<file path="src/rtl/bin_frame_pingpong_buffer.sv">
// Ping-pong binary frame buffer: binarises a raster pixel stream into two banks of
// IMG_W x IMG_H bits, filling one bank while the other is presented to the consumer.
module bin_frame_pingpong_buffer #(
  parameter int unsigned IMG_W    = 28,
  parameter int unsigned IMG_H    = 28,
  parameter int unsigned DATA_W   = 8,
  parameter int unsigned BIN_MODE = 0,
  parameter int unsigned THRESH   = 128,
  localparam int unsigned N_PIX   = IMG_W * IMG_H,
  localparam int unsigned ADDR_W  = $clog2(N_PIX + 1)
) (
  input  logic              clk,
  input  logic              rst_n,
  input  logic              clear_buffer,
  input  logic [DATA_W-1:0] data_in,
  input  logic              in_valid,
  output logic              in_ready,
  output logic              frame_valid,
  input  logic              frame_ack,
  output logic [N_PIX-1:0]  image_flat,
  output logic [ADDR_W-1:0] write_addr,
  output logic              fill_bank,
  output logic              full,
  output logic              empty,
  output logic              overrun
);

  localparam logic [ADDR_W-1:0] LAST_ADDR = ADDR_W'(N_PIX - 1);
  localparam logic [DATA_W-1:0] THRESH_C  = DATA_W'(THRESH);

  function automatic logic binarise(input logic [DATA_W-1:0] d);
    logic b;
    if (BIN_MODE != 32'd0) begin
      b = (d >= THRESH_C);
    end else begin
      b = d[0];
    end
    return b;
  endfunction

  logic [1:0][N_PIX-1:0] bank_r;
  logic [1:0]            bank_full_r;
  logic [1:0]            bank_full_nxt_s;
  logic                  wr_bank_r;
  logic                  rd_bank_r;
  logic                  overrun_r;
  logic [ADDR_W-1:0]     write_addr_r;
  logic                  accept_s;
  logic                  last_s;
  logic                  ack_s;

  // Handshake decode and next bank_full flags; a completing fill and an ack always hit different banks.
  always_comb begin
    accept_s        = in_valid && !bank_full_r[wr_bank_r];
    last_s          = accept_s && (write_addr_r == LAST_ADDR);
    ack_s           = frame_ack && bank_full_r[rd_bank_r];
    bank_full_nxt_s = bank_full_r;
    if (last_s && !clear_buffer) begin
      bank_full_nxt_s[wr_bank_r] = 1'b1;
    end else begin
      bank_full_nxt_s[wr_bank_r] = bank_full_r[wr_bank_r];
    end
    if (ack_s) begin
      bank_full_nxt_s[rd_bank_r] = 1'b0;
    end else begin
      bank_full_nxt_s[rd_bank_r] = bank_full_nxt_s[rd_bank_r];
    end
  end

  // Bank pointers, fill address, completion flags and sticky overrun.
  always_ff @(posedge clk or negedge rst_n) begin
    if (!rst_n) begin
      bank_full_r  <= 2'b00;
      wr_bank_r    <= 1'b0;
      rd_bank_r    <= 1'b0;
      write_addr_r <= '0;
      overrun_r    <= 1'b0;
    end else begin
      bank_full_r <= bank_full_nxt_s;
      if (ack_s) begin
        rd_bank_r <= ~rd_bank_r;
      end
      if (clear_buffer) begin
        write_addr_r <= '0;
        overrun_r    <= 1'b0;
      end else begin
        if (in_valid && bank_full_r[wr_bank_r]) begin
          overrun_r <= 1'b1;
        end
        if (last_s) begin
          write_addr_r <= '0;
          wr_bank_r    <= ~wr_bank_r;
        end else if (accept_s) begin
          write_addr_r <= write_addr_r + ADDR_W'(1);
        end
      end
    end
  end

  // Bank storage: an abort wipes only a partially filled bank, never a completed frame.
  always_ff @(posedge clk or negedge rst_n) begin
    if (!rst_n) begin
      bank_r <= '0;
    end else if (clear_buffer) begin
      if (!bank_full_r[wr_bank_r]) begin
        bank_r[wr_bank_r] <= '0;
      end
    end else if (accept_s) begin
      bank_r[wr_bank_r][write_addr_r] <= binarise(data_in);
    end
  end

  assign in_ready    = !bank_full_r[wr_bank_r];
  assign frame_valid = bank_full_r[rd_bank_r];
  assign image_flat  = bank_r[rd_bank_r];
  assign write_addr  = write_addr_r;
  assign fill_bank   = wr_bank_r;
  assign full        = bank_full_r[0] && bank_full_r[1];
  assign empty       = (write_addr_r == '0) && (bank_full_r == 2'b00);
  assign overrun     = overrun_r;

endmodule

</file>
<file path="config.mk">
export PLATFORM = sky130hd
export DESIGN_NAME = bin_frame_pingpong_buffer
export DESIGN_NICKNAME = d
export VERILOG_FILES = /design/src/rtl/bin_frame_pingpong_buffer.sv
export SDC_FILE = /design/constraint.sdc
export NUM_CORES = 2
export LEC_CHECK = 0
export BUFFER_PORTS_ARGS = -buffer_cell sky130_fd_sc_hd__clkbuf_2
export CORE_MARGIN = 8
export CORE_UTILIZATION = 31
export CTS_CLUSTER_DIAMETER = 30
export DETAILED_ROUTE_END_ITERATION = 16
export GPL_ROUTABILITY_DRIVEN = 0
export PLACE_DENSITY = 0.6
export SLEW_MARGIN = 10
export SYNTH_ARGS = -nofsm -noshare
export SYNTH_HDL_FRONTEND = slang
export SYNTH_SLANG_ARGS = --single-unit
</file>
<file path="constraint.sdc">
create_clock -name clk -period 2.3 [get_ports clk]
set_clock_uncertainty 0.1 [all_clocks]
set_input_delay 0.575 -clock clk [delete_from_list [all_inputs] [get_ports clk]]
set_output_delay 0.575 -clock clk [all_outputs]
set_load 0.1 [all_outputs]
</file>
Word level (Yosys, flattened, before mapping) --
Cells that the tools add are included.
Storage, ports and cells: register bits after elaboration 1583, bits in latches 0, RAM bits 0, bits in read-only memories 0, bits of input ports 13, output and inout bits 800, word-level logic and storage cells 76, memories kept 0
Operators by class: add/subtract/negate cells 1, multipliers 0, div/mod/pow operators 0, $lt $le $gt $ge 6, eq/ne operators 2, shift-type cells 0, mux-type cells 33, bitwise logic cells 8, reduce and logical (&&, ||, !) cells 19
Operator list (number):
- $mux 1568 | 3
- $mux 784 | 4
- $and 1568x1568->1568 | 1
- $bwmux 1568 | 1
- $demux 784 s1 | 2
- $not 1568->1568 | 1
- $mux 10 | 3
- $mux 1 | 13
- $lt 10x11->1 const B | 1
- $add 10x1->10 const B | 1
- $demux 1 s10 | 1
- $eq 10x10->1 const B | 1
- $ge 10x1->1 const B | 1
- $logic_and 1x1->1 | 10
- $logic_not 10->1 | 1
- $bwmux 2 | 2
- $lt 1x2->1 const B | 2
- $mux 2 | 2
- $reduce_and 2->1 | 2
- $reduce_bool 2->1 | 2
- $not 1->1 | 3
- $reduce_bool 3->1 | 1
- $and 2x2->2 | 1
- $demux 1 s1 | 2
- other kinds (6) | 8

Logic depth before layout (Yosys ltp) --
word-level depth 11, gate-level depth with buffers 9, gate-level depth less buffers 6

Worst setup path before layout --
No wires, ideal clock.
path type reg2out, start register write_addr_r[0], in the netlist write_addr[0], end output port empty, arrival time 4.125 ns, data required time 1.625 ns, path slack -2.500 ns, cell stages (with the launch flop) 7, buffers on the path 1, cell sequence dfrtp_1 -> inv_1 -> ha_1 -> buf_2 -> nor4b_4 -> nand3_1 -> nor3_1
On the way: cells in the longest elaborated chain, start to end 2
RTL lines:
- start: declaration | line 47 | logic [ADDR_W-1:0] write_addr_r;
- start signal: assignment | line 94 | write_addr_r <= write_addr_r + ADDR_W'(1);
- $logic_not 10->1 | line 119 | assign empty = (write_addr_r == '0) && (bank_full_r == 2'b00);
- $logic_and 1x1->1 | line 119
- end: declaration | line 24 | output logic empty,
Every way passes these cells.

Worst setup path after layout --
start register rd_bank_r, end output port image_flat[585]
On the way: cells in the longest elaborated chain, start to end 2
RTL lines:
- start: declaration | line 45 | logic rd_bank_r;
- start signal: assignment | line 81 | rd_bank_r <= ~rd_bank_r;
- $mux 784 (implied by the code) (2 in series) | line 115 | assign image_flat = bank_r[rd_bank_r];
- end: declaration | line 20 | output logic [N_PIX-1:0] image_flat,
Every way passes these cells. The select of a mux whose other input is x is not followed.

==> out/results.env <==
TIMING.CRITICAL_PATH.BUF_INV=4
CLKLATENCYLATEPIN_NS=0.91
RUN_STATUS='finished, violations left'
SYN_INST=8898
CP_TOP_FAMILY='buffers and inverters'
SYNTH_NETS=8915
DIE_W_UM=554.3
DP_HPWL_UM=241400
SYNTHTOPCELLSBYAREA='dfrtp_1 (44%), mux2i_1 (17%), mux2_2 (9.9%), o21ai_0 (7.8%), nand2_1 (6.6%)'
CTS-ROOT-BUF='clkbuf_16'
SLEW_HEADROOM_PCT=38.98
FP-ROW-COUNT=197
CRIT_PATH_MAX_INCR_DELAY_NS=0.47
POSTROUTEANTENNANETS=0
GLOBAL_ROUTE_WIRE_LENGTH_BEFORE_REPAIR_UM=536000
SYNTH-EDFF-COUNT=0
PLACEMENT.IO_BUFFERS=805
VIA_PER_INST=5.556
GRT.OVERFLOW.TOTAL=0
SYNTH_SEQ_CELLS=1583
LAYOUT.AREA.SEQ_UM2=39650
CRITICAL_PATH.STARTPOINT_TYPE='register'
YS_TOP_CELLS_BY_COUNT='dfrtp_1 (1583), nand2_1 (1574), mux2i_1 (1569), o21ai_0 (1404), mux2_2 (787)'
ROUTED_WIRE_LENGTH_PER_INSTANCE_UM=26.15
IR_DROP_uV=653.6
TIGHTESTPINTRANSITION_NS=0.9153
CLOCK_SINK_COUNT=1583
DR_TOTAL_VIAS=77580
MIN_TCLK_POST_ROUTE_NS=3.336
PLACEMENT.CELL_AREA_UM2=114800
CRIT_PATH_CELL_TRACE='buf_12 > buf_16 > buf_16 > mux2_2 > buf_12'
GLOBAL_ROUTE.USAGE.TOTAL_PCT=22.56
CRITPATHARRIVALTIME_NS=2.66
NUMBER_OF_DISTINCT_STANDARD_CELLS_REFERENCED_BY_THE_SYNTHESIZED_NETLIST=56
AREA.GROWTH.SYNTH_TO_FINAL_PCT=45.66
CTS_CLOCK_PIN_SLEW_FOR_THE_WORST_SETUP_AND_HOLD_PATHS_NS=0.04
POST-SYNTH-TOP-COUNT-CELL='dfrtp_1'
REPORT.FINAL.HOLD_VIOL_COUNT=0
FINAL_SETUP_SLACK_OF_THE_WORST_PATH_NS=-1.036
GRT_ANTENNA_BEFORE_REPAIR=9
GRT_MAX_DEGREE=205
INSERTED_CLOCK_BUFFERS=386
DESIGN.CORE.AREA_UM2=288100
MAX_FREQ_GHz=0.2998
DIE_Y_UM=554.3
INITIAL_CORE_UTILIZATION_PCT=31.17
LEAKAGE_POWER_SUMMED_OVER_ALL_CELLS_nW=59.43
FLOORPLAN.DIE_AREA_UM2=307200
CPMAXSTAGEDELAYCELL='dfrtp_4'
MULTI_INPUT_AREA_UM2=47620
DRTPASS1ITERATIONS=6
MIN_PERIOD_OVER_PERIOD_PCT=145.0
CRITICAL_PATH_REQUIRED_NS=1.62
DESIGN.PORTCOUNT=813
CRIT_FANOUT=19
SYNTH_TOP_AREA_SHARE_PCT=44.10
CP.DEPTH=5
SYNTH.LARGEST_AREA_CELL='dfrtp_1'
REG2REG_SLACK_NS=-0.26
DETAIL_ROUTE.WIRELENGTH_UM=365100
WORSTSETUPENDPOINTTYPE='primary output'
SETUP_VIOL_COUNT_FINAL=1658
SLEW_VIOLATIONS=0
PATH_CLASS_OF_THE_LOWEST_SLACK_MIN_DELAY_PATH='input pin to async pin'
LAYOUT.NETS=9874
CTS_MAX_PATH_BUFFERS=4
NFILLCELLS=25060
WORST_SETUP_PATH_CLASS='register to primary output'
DRC=0
AVGSYNTHCELLAREA_UM2=10.09
GRT_SETUP_UNREPAIRED='true'
ASYNC_RESET_FF_SHARE_PCT=100.0
TRITONCTS='yes'
YOSYSWARNINGCOUNT=0
PWR_DENSITY_CELL_nW_PER_UM2=661.4
DRIVE_ABOVE_1_SHARE_PCT=32.31
DPL_WORST_SLACK_NS=-0.1850
MAX-CAP-VIOLATIONS=0
R2R_CELL_COUNT=10
YOSYSSEQAREASHARE_PCT=44.10
FIRST_GLOBAL_VIAS=79390
INITIALDRTVIOLATIONCOUNT=7850
AREA_OF_ALL_PLACED_CELLS_WITHOUT_FILLERS_UM2=130800
H-TREE-DEPTH=5
VIOLATIONS='negative setup slack'
DOMINANTREGCELLSYNTH='dfrtp_1'
POST_SYNTH_INSTANCE_AREA_UM2=89820
[metal layers]
metal	up-vias	routed length (µm)	track usage, %
met1	39350	148900	30.27
li1	33340	-	-
met2	4036	160300	33.91
met4	2	18510	10.57
met3	851	37400	5.928
met5	-	17	0
[cell families (layout without fill, tap and decap cells)]
logic type	after synthesis	after routing	synth area share, %
buffers and inverters	896	2174	4.492
other	0	6	0
xor gates and xnor gates	3	3	0.02926
muxes	2356	2356	27.35
AOI/OAI and AO/OA	1589	1589	8.950
DFF	1583	1583	44.10
adders and majority gates	4	4	0.05572
and+or+nand+nor	2467	2467	15.02
[final cells by class]
cell class | instances | area share, %
Antenna cell | 6 | 0.01148
Inverter | 5 | 0.02200
Sequential cell | 1583 | 30.30
Clock inverter | 192 | 2.055
Multi-Input combinational cell | 6419 | 36.40
Clock buffer | 515 | 8.306
Tap cell | 3781 | 3.616
Timing Repair Buffer | 1462 | 19.29
[path summary, 6_finish.rpt]
check                              start              end
min                                rst_n     bank_r[1513]
min in group clk              data_in[0]      bank_r[723]
max reg2reg                write_addr[1]      bank_r[802]
max                            rd_bank_r  image_flat[585]
min reg2reg                 bank_r[1389]     bank_r[1389]
max in group asynchronous          rst_n       bank_r[43]
[worst reg2reg max path, cell delays in order, from the launching register on]
cell and delay, ns:
dfrtp_4 0.42, buf_4 0.12, buf_4 0.10, ha_1 0.22, buf_4 0.24, nor4bb_4 0.32
buf_12 0.22, buf_12 0.18, nand3_1 0.13, mux2i_1 0.19, o21ai_0 0.10
[power by group]
group          switching (mW)  internal [mW]  total (mW)  leakage (nW)
combinational            2.07          0.653        2.73          30.8
clock                    18.0           37.8        55.8          6.58
sequential            0.00776           28.0        28.0          22.1
[registers in the layout (all words and copies together) (netlist names)]
name,cells
overrun,1
fill_bank,1
bank_full_r,2
write_addr,10
bank_r,1568
rd_bank_r,1
[metrics by stage]
stage | instances | util (%) | hold WS [ns] | TNS (ns) | power (mW)
6_report | 13960 | 45.41 | 0.09904 | -791.70 | 86.54
5_1_grt | 13960 | 45.40 | 0.08064 | -964.89 | 88.78
4_1_cts | 13930 | 44.90 | 0.03778 | -854.48 | 87.09
3_5_place_dp | 13200 | 39.85 | 0.3876 | -25.92 | 31.07
3_3_place_gp | 13200 | 39.85 | 0.3779 | -19.79 | 31.01
2_1_floorplan | 8898 | - | 0.1794 | -80.65 | 29.36
[layout by cell type (no fill, tap or decap), types with 21 or more instances in the layout]
| master | netlist | final |
|---|---|---|
| buf_12 | 6 | 1072 |
| buf_16 | 0 | 24 |
| buf_4 | 25 | 322 |
| bufinv_16 | 0 | 42 |
| clkbuf_1 | 539 | 59 |
| clkbuf_16 | 0 | 401 |
| clkbuf_8 | 0 | 68 |
| clkinv_16 | 0 | 21 |
| clkinv_2 | 0 | 88 |
| clkinvlp_4 | 0 | 32 |
| dfrtp_1 | 1583 | 1571 |
| mux2_2 | 787 | 465 |
| mux2_4 | 0 | 322 |
| mux2i_1 | 1569 | 1569 |
| nand2_1 | 1574 | 1573 |
| nand3_1 | 469 | 468 |
| nor3_2 | 159 | 160 |
| nor3_4 | 146 | 147 |
| o21ai_0 | 1404 | 1403 |
| o21ai_1 | 152 | 152 |
[what timing repair did]
item | CTS | global route
gates resized for setup | 143 | 263
endpoints found under the setup margin | 1010 | 2236
hold buffers | 4 | 0
gates cloned | 9 | 14
hold endpoints to repair | 362 | 0
pin swaps | 3 | 1
setup buffers | 14 | 12
Note: power is estimated with default switching activity, not from simulation.
